`src/rtl/core_arf_pkg.sv`:
```
// rtl/core_arf_pkg.sv - shared constants, clear-FSM state type and write-port priority helper for the register file
package core_arf_pkg;

    localparam int XLEN_DEF   = 16;
    localparam int NREGS_DEF  = 16;
    // Upper bound on write ports handled by the priority helper.
    localparam int MAX_WPORTS = 32;

    typedef enum logic {
        IDLE,
        CLEAR
    } arf_clr_state_e;

    // Index of the highest set bit (highest-priority write port); 0 when none set.
    function automatic int top_hit(input logic [MAX_WPORTS-1:0] hits);
        int r;
        r = 0;
        for (int j = 0; j < MAX_WPORTS; j++) begin
            if (hits[j]) r = j;
        end
        return r;
    endfunction

endpackage

```
`src/rtl/core_arf_multi_if.sv`:
```
// rtl/core_arf_multi_if.sv - read/write/reserve/clear bundle between pipeline stages and the register file
// master: issue/writeback side (drives addresses, write data, reserve, clear request)
// slave : register file (drives read data, read ready, clear busy, pending bits)
interface core_arf_multi_if #(
    parameter int XLEN    = 16,
    parameter int NREGS   = 16,
    parameter int R_PORTS = 3,
    parameter int W_PORTS = 2,
    parameter int AW      = (NREGS > 1) ? $clog2(NREGS) : 1
);
    logic [R_PORTS*AW-1:0]   rd_addr;
    logic [R_PORTS*XLEN-1:0] rd_data;
    logic [R_PORTS-1:0]      rd_ready;
    logic [W_PORTS-1:0]      wr_en;
    logic [W_PORTS*AW-1:0]   wr_addr;
    logic [W_PORTS*XLEN-1:0] wr_data;
    logic                    rsv_en;
    logic [AW-1:0]           rsv_addr;
    logic                    clr_req;
    logic                    clr_busy;
    logic [NREGS-1:0]        pend;

    modport master (
        output rd_addr, wr_en, wr_addr, wr_data, rsv_en, rsv_addr, clr_req,
        input  rd_data, rd_ready, clr_busy, pend
    );

    modport slave (
        input  rd_addr, wr_en, wr_addr, wr_data, rsv_en, rsv_addr, clr_req,
        output rd_data, rd_ready, clr_busy, pend
    );
endinterface

```
`src/rtl/core_arf_wsel.sv`:
```
// rtl/core_arf_wsel.sv - combinational highest-priority write-port match for one address
// addr    : address to look up
// wr_*    : all write ports (enable, address, data)
// hit     : some enabled port targets addr
// data    : data of the highest-index matching port
// idx     : index of that port
module core_arf_wsel
    import core_arf_pkg::*;
#(
    parameter int XLEN    = 16,
    parameter int AW      = 4,
    parameter int W_PORTS = 2,
    parameter int IW      = 1
) (
    input  logic [AW-1:0]           addr,
    input  logic [W_PORTS-1:0]      wr_en,
    input  logic [W_PORTS*AW-1:0]   wr_addr,
    input  logic [W_PORTS*XLEN-1:0] wr_data,
    output logic                    hit,
    output logic [XLEN-1:0]         data,
    output logic [IW-1:0]           idx
);
    logic [W_PORTS-1:0] hits;

    always_comb begin
        hits = '0;
        for (int j = 0; j < W_PORTS; j++) begin
            hits[j] = wr_en[j] && (wr_addr[j*AW +: AW] == addr);
        end
        hit  = |hits;
        idx  = IW'(top_hit(MAX_WPORTS'(hits)));
        data = '0;
        for (int j = 0; j < W_PORTS; j++) begin
            if (IW'(j) == idx) data = wr_data[j*XLEN +: XLEN];
        end
    end
endmodule

```
`src/rtl/core_arf_multi.sv`:
```
// rtl/core_arf_multi.sv - multi-port register file with R0-zero, write bypass, pending scoreboard and clear engine
// clk_i  : clock
// rst_ni : asynchronous active-low reset
// bus    : slave side of core_arf_multi_if (reads, writes, reserve, clear, pending bits)
module core_arf_multi
    import core_arf_pkg::*;
#(
    parameter int XLEN    = XLEN_DEF,
    parameter int NREGS   = NREGS_DEF,
    parameter int R_PORTS = 3,
    parameter int W_PORTS = 2,
    parameter bit ZERO_R0 = 1'b1,
    parameter bit BYPASS  = 1'b1
) (
    input  logic            clk_i,
    input  logic            rst_ni,
    core_arf_multi_if.slave bus
);
    localparam int AW = (NREGS > 1) ? $clog2(NREGS) : 1;
    localparam int IW = (W_PORTS > 1) ? $clog2(W_PORTS) : 1;
    // Counter and range compares are one bit wider so NREGS = 2^AW never wraps.
    localparam logic [AW:0] NREGS_W = (AW+1)'(NREGS);
    localparam logic [AW:0] LAST    = (AW+1)'(NREGS - 1);

    arf_clr_state_e   state;
    logic [AW:0]      cnt;
    logic             busy;
    logic [XLEN-1:0]  mem [NREGS];
    logic [NREGS-1:0] pend;

    logic [XLEN-1:0]  rd_data_a [R_PORTS];
    logic             rd_ready_a [R_PORTS];
    logic [IW-1:0]    rd_idx_unused [R_PORTS];

    logic [NREGS-1:0] cm_hit;
    logic [XLEN-1:0]  cm_data [NREGS];
    logic [IW-1:0]    cm_idx_unused [NREGS];
    logic [NREGS-1:0] wr_commit;
    logic             rsv_ok;

    // Read ports: zero/out-of-range first, then bypass of a committing write, then storage.
    for (genvar i = 0; i < R_PORTS; i++) begin : g_rd
        logic [AW-1:0]   a;
        logic            byp_hit;
        logic [XLEN-1:0] byp_data;
        logic            in_range;
        logic            is_zero;
        logic            byp;

        assign a        = bus.rd_addr[i*AW +: AW];
        assign in_range = {1'b0, a} < NREGS_W;
        assign is_zero  = ZERO_R0 && (a == '0);

        core_arf_wsel #(
            .XLEN(XLEN), .AW(AW), .W_PORTS(W_PORTS), .IW(IW)
        ) u_wsel (
            .addr(a), .wr_en(bus.wr_en), .wr_addr(bus.wr_addr), .wr_data(bus.wr_data),
            .hit(byp_hit), .data(byp_data), .idx(rd_idx_unused[i])
        );

        // Writes dropped by the clear engine are not forwarded either.
        assign byp = BYPASS && byp_hit && (state == IDLE);

        assign rd_data_a[i]  = (!in_range || is_zero) ? '0 : (byp ? byp_data : mem[a]);
        assign rd_ready_a[i] = busy ? 1'b0
                             : ((!in_range || is_zero) ? 1'b1 : (!pend[a] || byp));
    end

    always_comb begin
        bus.rd_data  = '0;
        bus.rd_ready = '0;
        for (int i = 0; i < R_PORTS; i++) begin
            bus.rd_data[i*XLEN +: XLEN] = rd_data_a[i];
            bus.rd_ready[i]             = rd_ready_a[i];
        end
    end

    // Per-register commit select: the highest-index write port targeting r wins.
    for (genvar r = 0; r < NREGS; r++) begin : g_cm
        core_arf_wsel #(
            .XLEN(XLEN), .AW(AW), .W_PORTS(W_PORTS), .IW(IW)
        ) u_wsel (
            .addr(AW'(r)), .wr_en(bus.wr_en), .wr_addr(bus.wr_addr), .wr_data(bus.wr_data),
            .hit(cm_hit[r]), .data(cm_data[r]), .idx(cm_idx_unused[r])
        );

        assign wr_commit[r] = cm_hit[r] && (state == IDLE) && !(ZERO_R0 && (r == 0));
    end

    assign rsv_ok = bus.rsv_en && (state == IDLE)
                 && ({1'b0, bus.rsv_addr} < NREGS_W)
                 && !(ZERO_R0 && (bus.rsv_addr == '0));

    // Storage and scoreboard. A reserve is assigned after the write release so it wins.
    always_ff @(posedge clk_i or negedge rst_ni) begin
        if (!rst_ni) begin
            for (int r = 0; r < NREGS; r++) mem[r] <= '0;
            pend <= '0;
        end else begin
            for (int r = 0; r < NREGS; r++) begin
                if (state == CLEAR) begin
                    if (cnt == (AW+1)'(r)) begin
                        mem[r]  <= '0;
                        pend[r] <= 1'b0;
                    end
                end else begin
                    if (wr_commit[r]) begin
                        mem[r]  <= cm_data[r];
                        pend[r] <= 1'b0;
                    end
                    if (rsv_ok && (bus.rsv_addr == AW'(r))) pend[r] <= 1'b1;
                end
            end
        end
    end

    // Clear engine: one register per cycle, requests while clearing are ignored.
    always_ff @(posedge clk_i or negedge rst_ni) begin
        if (!rst_ni) begin
            state <= IDLE;
            cnt   <= '0;
            busy  <= 1'b0;
        end else begin
            case (state)
                IDLE: begin
                    if (bus.clr_req) begin
                        state <= CLEAR;
                        cnt   <= '0;
                        busy  <= 1'b1;
                    end
                end
                CLEAR: begin
                    cnt <= cnt + 1'b1;
                    if (cnt == LAST) begin
                        state <= IDLE;
                        busy  <= 1'b0;
                    end
                end
                default: begin
                    state <= IDLE;
                    busy  <= 1'b0;
                end
            endcase
        end
    end

    assign bus.clr_busy = busy;
    assign bus.pend     = pend;
endmodule
```
`src/flat_wrapper.sv`:
```
// flat-port wrapper written by rule: the top's interface ports become plain ports
module core_arf_multi_flat import core_arf_pkg::*;
#(
    parameter int XLEN    = XLEN_DEF,
    parameter int NREGS   = NREGS_DEF,
    parameter int R_PORTS = 3,
    parameter int W_PORTS = 2,
    parameter bit ZERO_R0 = 1'b1,
    parameter bit BYPASS  = 1'b1
)
  (clk_i, rst_ni, bus_rd_addr, bus_wr_en, bus_wr_addr, bus_wr_data, bus_rsv_en, bus_rsv_addr, bus_clr_req, bus_rd_data, bus_rd_ready, bus_clr_busy, bus_pend);
  core_arf_multi_if #(.XLEN(XLEN), .NREGS(NREGS), .R_PORTS(R_PORTS), .W_PORTS(W_PORTS)) bus_i ();
  input  logic clk_i;
  input  logic rst_ni;
  input wire logic [$bits(bus_i.rd_addr)-1:0] bus_rd_addr;
  input wire logic [$bits(bus_i.wr_en)-1:0] bus_wr_en;
  input wire logic [$bits(bus_i.wr_addr)-1:0] bus_wr_addr;
  input wire logic [$bits(bus_i.wr_data)-1:0] bus_wr_data;
  input wire logic [$bits(bus_i.rsv_en)-1:0] bus_rsv_en;
  input wire logic [$bits(bus_i.rsv_addr)-1:0] bus_rsv_addr;
  input wire logic [$bits(bus_i.clr_req)-1:0] bus_clr_req;
  output wire logic [$bits(bus_i.rd_data)-1:0] bus_rd_data;
  output wire logic [$bits(bus_i.rd_ready)-1:0] bus_rd_ready;
  output wire logic [$bits(bus_i.clr_busy)-1:0] bus_clr_busy;
  output wire logic [$bits(bus_i.pend)-1:0] bus_pend;
  assign bus_i.rd_addr = bus_rd_addr;
  assign bus_i.wr_en = bus_wr_en;
  assign bus_i.wr_addr = bus_wr_addr;
  assign bus_i.wr_data = bus_wr_data;
  assign bus_i.rsv_en = bus_rsv_en;
  assign bus_i.rsv_addr = bus_rsv_addr;
  assign bus_i.clr_req = bus_clr_req;
  assign bus_rd_data = bus_i.rd_data;
  assign bus_rd_ready = bus_i.rd_ready;
  assign bus_clr_busy = bus_i.clr_busy;
  assign bus_pend = bus_i.pend;
  core_arf_multi #(.XLEN(XLEN), .NREGS(NREGS), .R_PORTS(R_PORTS), .W_PORTS(W_PORTS), .ZERO_R0(ZERO_R0), .BYPASS(BYPASS)) u_core (.clk_i(clk_i), .rst_ni(rst_ni), .bus(bus_i));
endmodule
```
`config.mk`:
```
export PLATFORM = sky130hd
export DESIGN_NAME = core_arf_multi_flat
export DESIGN_NICKNAME = d
export VERILOG_FILES = /design/src/rtl/core_arf_pkg.sv /design/src/rtl/core_arf_multi_if.sv /design/src/rtl/core_arf_wsel.sv /design/src/rtl/core_arf_multi.sv /design/src/flat_wrapper.sv
export SDC_FILE = /design/constraint.sdc
export NUM_CORES = 1
export LEC_CHECK = 0
export CORE_ASPECT_RATIO = 1.25
export CORE_MARGIN = 4
export CORE_UTILIZATION = 55
export DETAILED_ROUTE_END_ITERATION = 7
export GPL_ROUTABILITY_DRIVEN = 0
export HOLD_SLACK_MARGIN = 0.08
export PLACE_DENSITY_LB_ADDON = 0.05
export SYNTH_ARGS = -nofsm -noshare
export SYNTH_HDL_FRONTEND = slang
export SYNTH_HIERARCHICAL = 1
export SYNTH_SLANG_ARGS = --single-unit
```
`constraint.sdc`:
```
create_clock -name clk_i -period 3.43 [get_ports clk_i]
set_input_delay 0.686 -clock clk_i [delete_from_list [all_inputs] [get_ports clk_i]]
set_output_delay 0.686 -clock clk_i [all_outputs]
set_load 0.05 [all_outputs]
```
Word-level counts from Yosys, hierarchy flattened
Index checks and enable logic that the tools add are counted.
Storage, ports and cells
  register bits: 263
  input port bits: 62
  word-level logic and storage cells: 471
Operators by class
  add/sub/neg operators: 1
  magnitude comparators: 6
  equal/unequal tests: 83
  mux-type cells: 178
  bitwise gates (word level): 4
  reduce and logical (&&, ||, !) cells: 165
Operator list (number)
  16-bit 2-to-1 mux: 75
  16-bit binary-select mux with 4-bit select: 3
  4-bit equality test, second input constant: 24
  1-bit 2-to-1 mux: 93
  1-bit logical AND: 72
  2-bit AND reduction: 32
  4-bit by 3-bit equality test with 1-bit output, second input constant: 12
  3-bit nonzero test: 15
  5-bit by 4-bit equality test with 1-bit output, second input constant: 8
  2-bit OR reduction: 18
  2-bit inequality test, second input constant: 17
  2-bit nonzero test: 16
  4-bit by 2-bit equality test with 1-bit output, second input constant: 6
  4-bit equality test: 6
  5-bit by 3-bit equality test with 1-bit output, second input constant: 4
  4-bit logical NOT: 4
  5-bit >= comparator, second input constant: 3
  4-bit by 5-bit less-than comparator with 1-bit output, second input constant: 3
  4-bit inverter with 5-bit output: 3
  1-bit binary-select mux with 4-bit select: 3
  4-bit by 1-bit equality test with 1-bit output, second input constant: 3
  5-bit by 2-bit equality test with 1-bit output, second input constant: 2
  5-bit one-hot mux with 2 select lines: 1
  5-bit by 1-bit adder with 5-bit output, second input constant: 1
  other kinds (7): 13

Longest topological paths before layout
  depth after elaboration: 7
  mapped depth: 12
  mapped depth without buffers: 8

Hierarchy
Netlist, hierarchy kept.
By module, submodules not included
  core_arf_multi: instances 1, cells each 1433, area an instance 16848.7 µm², seq. area each 6581.3 µm²
  core_arf_wsel: instances 18, cells each 33, area an instance 362.8 µm², seq. area each 0.0 µm²

Least setup slack after synthesis
OpenSTA, ideal clock, no wires.
  path kind: in2out
  start: input bus_wr_addr[4]
  end: output bus_rd_ready[0]
  data arrival time: 3318 ps
  slack: -574 ps
  stages on the path: 12
  path buffers: 4
  cell sequence: inv_1 -> a222oi_1 -> nor3b_2 -> buf_6 -> buf_12 -> a31o_2 -> nand2b_1 -> buf_2 -> buf_2 -> nand2_1 -> nor2_1 -> a311oi_1
Between the ends
  word-level cells in the longest chain between the ends: 7
RTL lines
  start: declaration: line flat_wrapper.sv:17  | input wire logic [$bits(bus_i.wr_addr)-1:0] bus_wr_addr;
  4-bit equality test: line core_arf_wsel.sv:28  | hits[j] = wr_en[j] && (wr_addr[j*AW +: AW] == addr);
  1-bit logical AND: line core_arf_wsel.sv:28
  2-bit OR reduction: line core_arf_wsel.sv:30  | hit = |hits;
  net u_core.g_rd[0].byp_hit: line core_arf_multi.sv:44  | logic byp_hit;
  1-bit logical AND: line core_arf_multi.sv:62  | assign byp = BYPASS && byp_hit && (state == IDLE);
  1-bit logical OR: line core_arf_multi.sv:66  | : ((!in_range || is_zero) ? 1'b1 : (!pend[a] || byp));
  1-bit 2-to-1 mux: line core_arf_multi.sv:66
  1-bit 2-to-1 mux: line core_arf_multi.sv:65  | assign rd_ready_a[i] = busy ? 1'b0
  end: declaration: line flat_wrapper.sv:23  | output wire logic [$bits(bus_i.rd_ready)-1:0] bus_rd_ready;
The timed path passes the listed nets, and every way through them passes these cells.

==> flow_metrics.env <==
export IMPL_status="complete, but fails checks"
export IMPL_violations="negative setup slack"
export IMPL_clk_pin_slew_ps=60
export IMPL_grt_max_degree=68
export IMPL_post_place_ws_ps=-690
export IMPL_hold_path_class="reg2reg"
export IMPL_synth_edf_count=0
export IMPL_num_rows=84
export IMPL_grt_pass1_wl_mm=144
export IMPL_start_util_pct=55.6
export IMPL_synth_area_leaders="dfrtp_1 (28%), mux2_2 (15%), a22o_1 (9.3%), mux2_4 (9.2%), mux4_2 (7.4%)"
export IMPL_tightest_slew_ps=1440
export IMPL_root_buffer="clkbuf_16"
export IMPL_first_global_vias=22000
export IMPL_synth_ff_type="dfrtp_1"
export IMPL_ant_nets=0
export IMPL_cts_buffers=31
export IMPL_slew_viol_final=0
export IMPL_wl_per_cell_um=32.5
export IMPL_cp_max_fo=8
export IMPL_antenna_found_initial=1
export IMPL_placed_cell_area_sq_um=28000
export IMPL_clock_skew_ps=20.2
export IMPL_ys_ff_latch=263
export IMPL_grtUsageMet3_pct=12.2
export IMPL_firstDrtPassIters=5
export IMPL_combPwrFrac_pct=47.7
export IMPL_synth_top_area_share_pct=28.1
export IMPL_vias=21900
export IMPL_cts_sinks=263
export IMPL_p_sw_mw=7.25
export IMPL_setup_viol=49
export IMPL_fin_ws_ps=-188
export IMPL_power_density_nw_per_um2=590
export IMPL_power_leakage_nw=13.5
export IMPL_seq_area_frac_synth_pct=28.1
export IMPL_grt_overflow=0
export IMPL_fin_crit_sh_pct=105
export IMPL_drc=0
export IMPL_top_usage_layer="met2"
export IMPL_diodes=0
export IMPL_rr_worst_depth=4
export IMPL_drtIter0Drc=3162
export IMPL_synth_cell_types=58
export IMPL_synth_area_per_cell_sq_um=11.5
export IMPL_cap_violations=0
export IMPL_final_area_sq_um=30300
export IMPL_io_buffers=129
export IMPL_seq_power_share_pct=33.0
export IMPL_core_area_sq_um=42000
export IMPL_ioPinCount=130
export IMPL_yosysWarnings=6
export IMPL_grt_util_met1_pct=53.8
export IMPL_cp_data_required_time_ps=2740
export IMPL_use_met2_pct=63.6
export IMPL_grt_usage_pct=41.9
export IMPL_wirelength_mm=98.8
export IMPL_finalHoldViolations=0
export IMPL_worstHoldPathCells=1
export IMPL_rsz0062_at_grt="yes"
export IMPL_critical_path_class="in2out"
export IMPL_drive_above_1_share_pct=47.9
export IMPL_tritoncts="yes"
export IMPL_tns_ps=-5920
export IMPL_fp_dieH_um=239
export IMPL_swShare_pct=40.6
export IMPL_area_delta_synth_final_pct=29.6
export IMPL_synthCells=2027
export IMPL_syn_area_sq_um=23400
export IMPL_ir_drop_uv=469
export IMPL_endpoint_kind="output pin"
export IMPL_finalPower_mw=17.9
export IMPL_die_w_um=192
export IMPL_synthArstFlopShare_pct=100
export IMPL_fmaxAchievable_mhz=276
export IMPL_startpoint_type="input port"
export IMPL_post_route_min_period_ps=3620
export IMPL_internal_power_mw=10.6
export IMPL_hpwl_mm=66.5
export IMPL_clockPowerShare_pct=19.3
export IMPL_timing_max_slew_rel_slack_pct=4.02
export IMPL_yosys_area_top_type="dfrtp_1"
export IMPL_dieArea_sq_um=45900
export IMPL_nets=2521
export IMPL_clock_path_buffers=3
export IMPL_htree_levels=1
export IMPL_worstSkewPairLatency_ps=610
export IMPL_vias_per_cell=7.21
export IMPL_arrival_ps=2930
stage by stage:
stage	std cells	hold slack [ps]	utilization [%]
CTS	3038	543	71.6
finish	3037	543	72.1
global route	3037	558	72.1
detailed placement	2968	523	66.5
global placement	2968	510	66.5
floorplan	2175	390	-
power groups by stage:
stage / combinational (mW) / sequential [mW] / clock [mW]
finish: 8.52 / 5.90 / 3.44
global route: 8.82 / 6.04 / 3.56
CTS: 8.25 / 5.81 / 3.44
detailed placement: 7.94 / 5.81 / 0
global placement: 7.82 / 5.75 / 0
floorplan: 5.00 / 5.50 / 0
kinds of logic after synthesis:
group,Yosys count,synth area share [%]
compound gates,580,21.5
xor+xnor,92,3.45
simple gates,260,6.72
flops,263,28.1
other cells,2,0.0321
fa+ha+maj,5,0.268
buf+inv,259,6.82
mux,566,33.1
sequential cells by signal, summed over array words and instances (netlist names):
| name | flops |
|---|---|
| u_core/bus.pend | 16 |
| u_core/bus.clr_busy | 1 |
| u_core/state | 1 |
| u_core/cnt | 5 |
| u_core/mem | 240 |
worst paths after layout:
kind | from | slack (ps) | endpoint
setup / recovery | bus_rd_addr[7] | -190 | bus_rd_data[29]
hold / removal | u_core/mem[234]$_DFFE_PN0P_ | 540 | u_core/mem[234]$_DFFE_PN0P_
setup reg to reg | u_core/state$_DFF_PN0_ | 510 | u_core/bus.pend[2]$_DFFE_PN0P_
hold reg to reg | u_core/mem[234]$_DFFE_PN0P_ | 540 | u_core/mem[234]$_DFFE_PN0P_
max in group asynchronous | rst_ni | 1970 | u_core/mem[184]$_DFFE_PN0P_
min in group asynchronous | rst_ni | 640 | u_core/mem[180]$_DFFE_PN0P_
final cells by class:
cell class                      count  area (sq um)
Sequential cell                   263          6580
Timing Repair Buffer              434          4860
Clock buffer                       46           902
Tap cell                          559           699
Multi-Input combinational cell   1653         16900
Clock inverter                     11           116
Fill cell                        3012         11700
Inverter                           71           267
layer usage:
layer	vias to the layer above	wire, um
li1	8733	-
met1	10800	35000
met2	1816	43500
met3	524	12800
met4	2	7540
met5	-	12
repair_timing:
action / 4_1_cts / 5_1_grt
gates cloned: 6 / 1
hold endpoints to repair: 25 / 0
pin swaps: 106 / 45
hold buffers: 1 / 0
endpoints found under the setup margin: 51 / 50
gates resized for setup: 198 / 42
buffers inserted: 19 / 5
synth_stat cells (all sizes together), types with 3 or more instances:
library cell / number
a211o: 32
a211oi: 11
a21oi: 19
a221o: 16
a221oi: 38
a222oi: 18
a22o: 248
a22oi: 15
a311oi: 22
a31o: 18
a32o: 3
buf: 130
clkbuf: 58
dfrtp: 263
ha: 5
inv: 71
mux2: 457
mux2i: 32
mux4: 77
nand2: 32
nand2b: 31
nor2: 43
nor2b: 42
nor3: 66
nor3b: 18
nor4b: 3
o2111ai: 18
o21ai: 20
o221ai: 48
o22ai: 42
o31ai: 4
or2b: 18
xnor2: 19
xor2: 73
cells in the final DEF (no fill, tap or decap), types with 27 or more instances in the layout:
| cell | n |
|---|---|
| a221oi_1 | 32 |
| a22o_1 | 248 |
| buf_12 | 102 |
| buf_4 | 235 |
| clkbuf_16 | 32 |
| clkdlybuf4s50_1 | 56 |
| conb_1 | 150 |
| dfrtp_1 | 263 |
| inv_1 | 67 |
| mux2_2 | 289 |
| mux2_4 | 168 |
| mux2i_1 | 32 |
| mux4_2 | 77 |
| nand2_1 | 32 |
| nand2b_1 | 27 |
| nor2_1 | 41 |
| nor2b_1 | 36 |
| nor3_1 | 33 |
| o221ai_2 | 39 |
| o22ai_1 | 42 |
| xor2_1 | 70 |
worst max-delay path: stages:
cell and delay, ps:
buf_2 160, a222oi_1 360, nor3b_4 310, buf_12 170
buf_12 160, mux2_4 330, o221ai_4 180, a311oi_2 60
a211o_2 350, buf_12 150
Power figures use the tool's default switching activity.
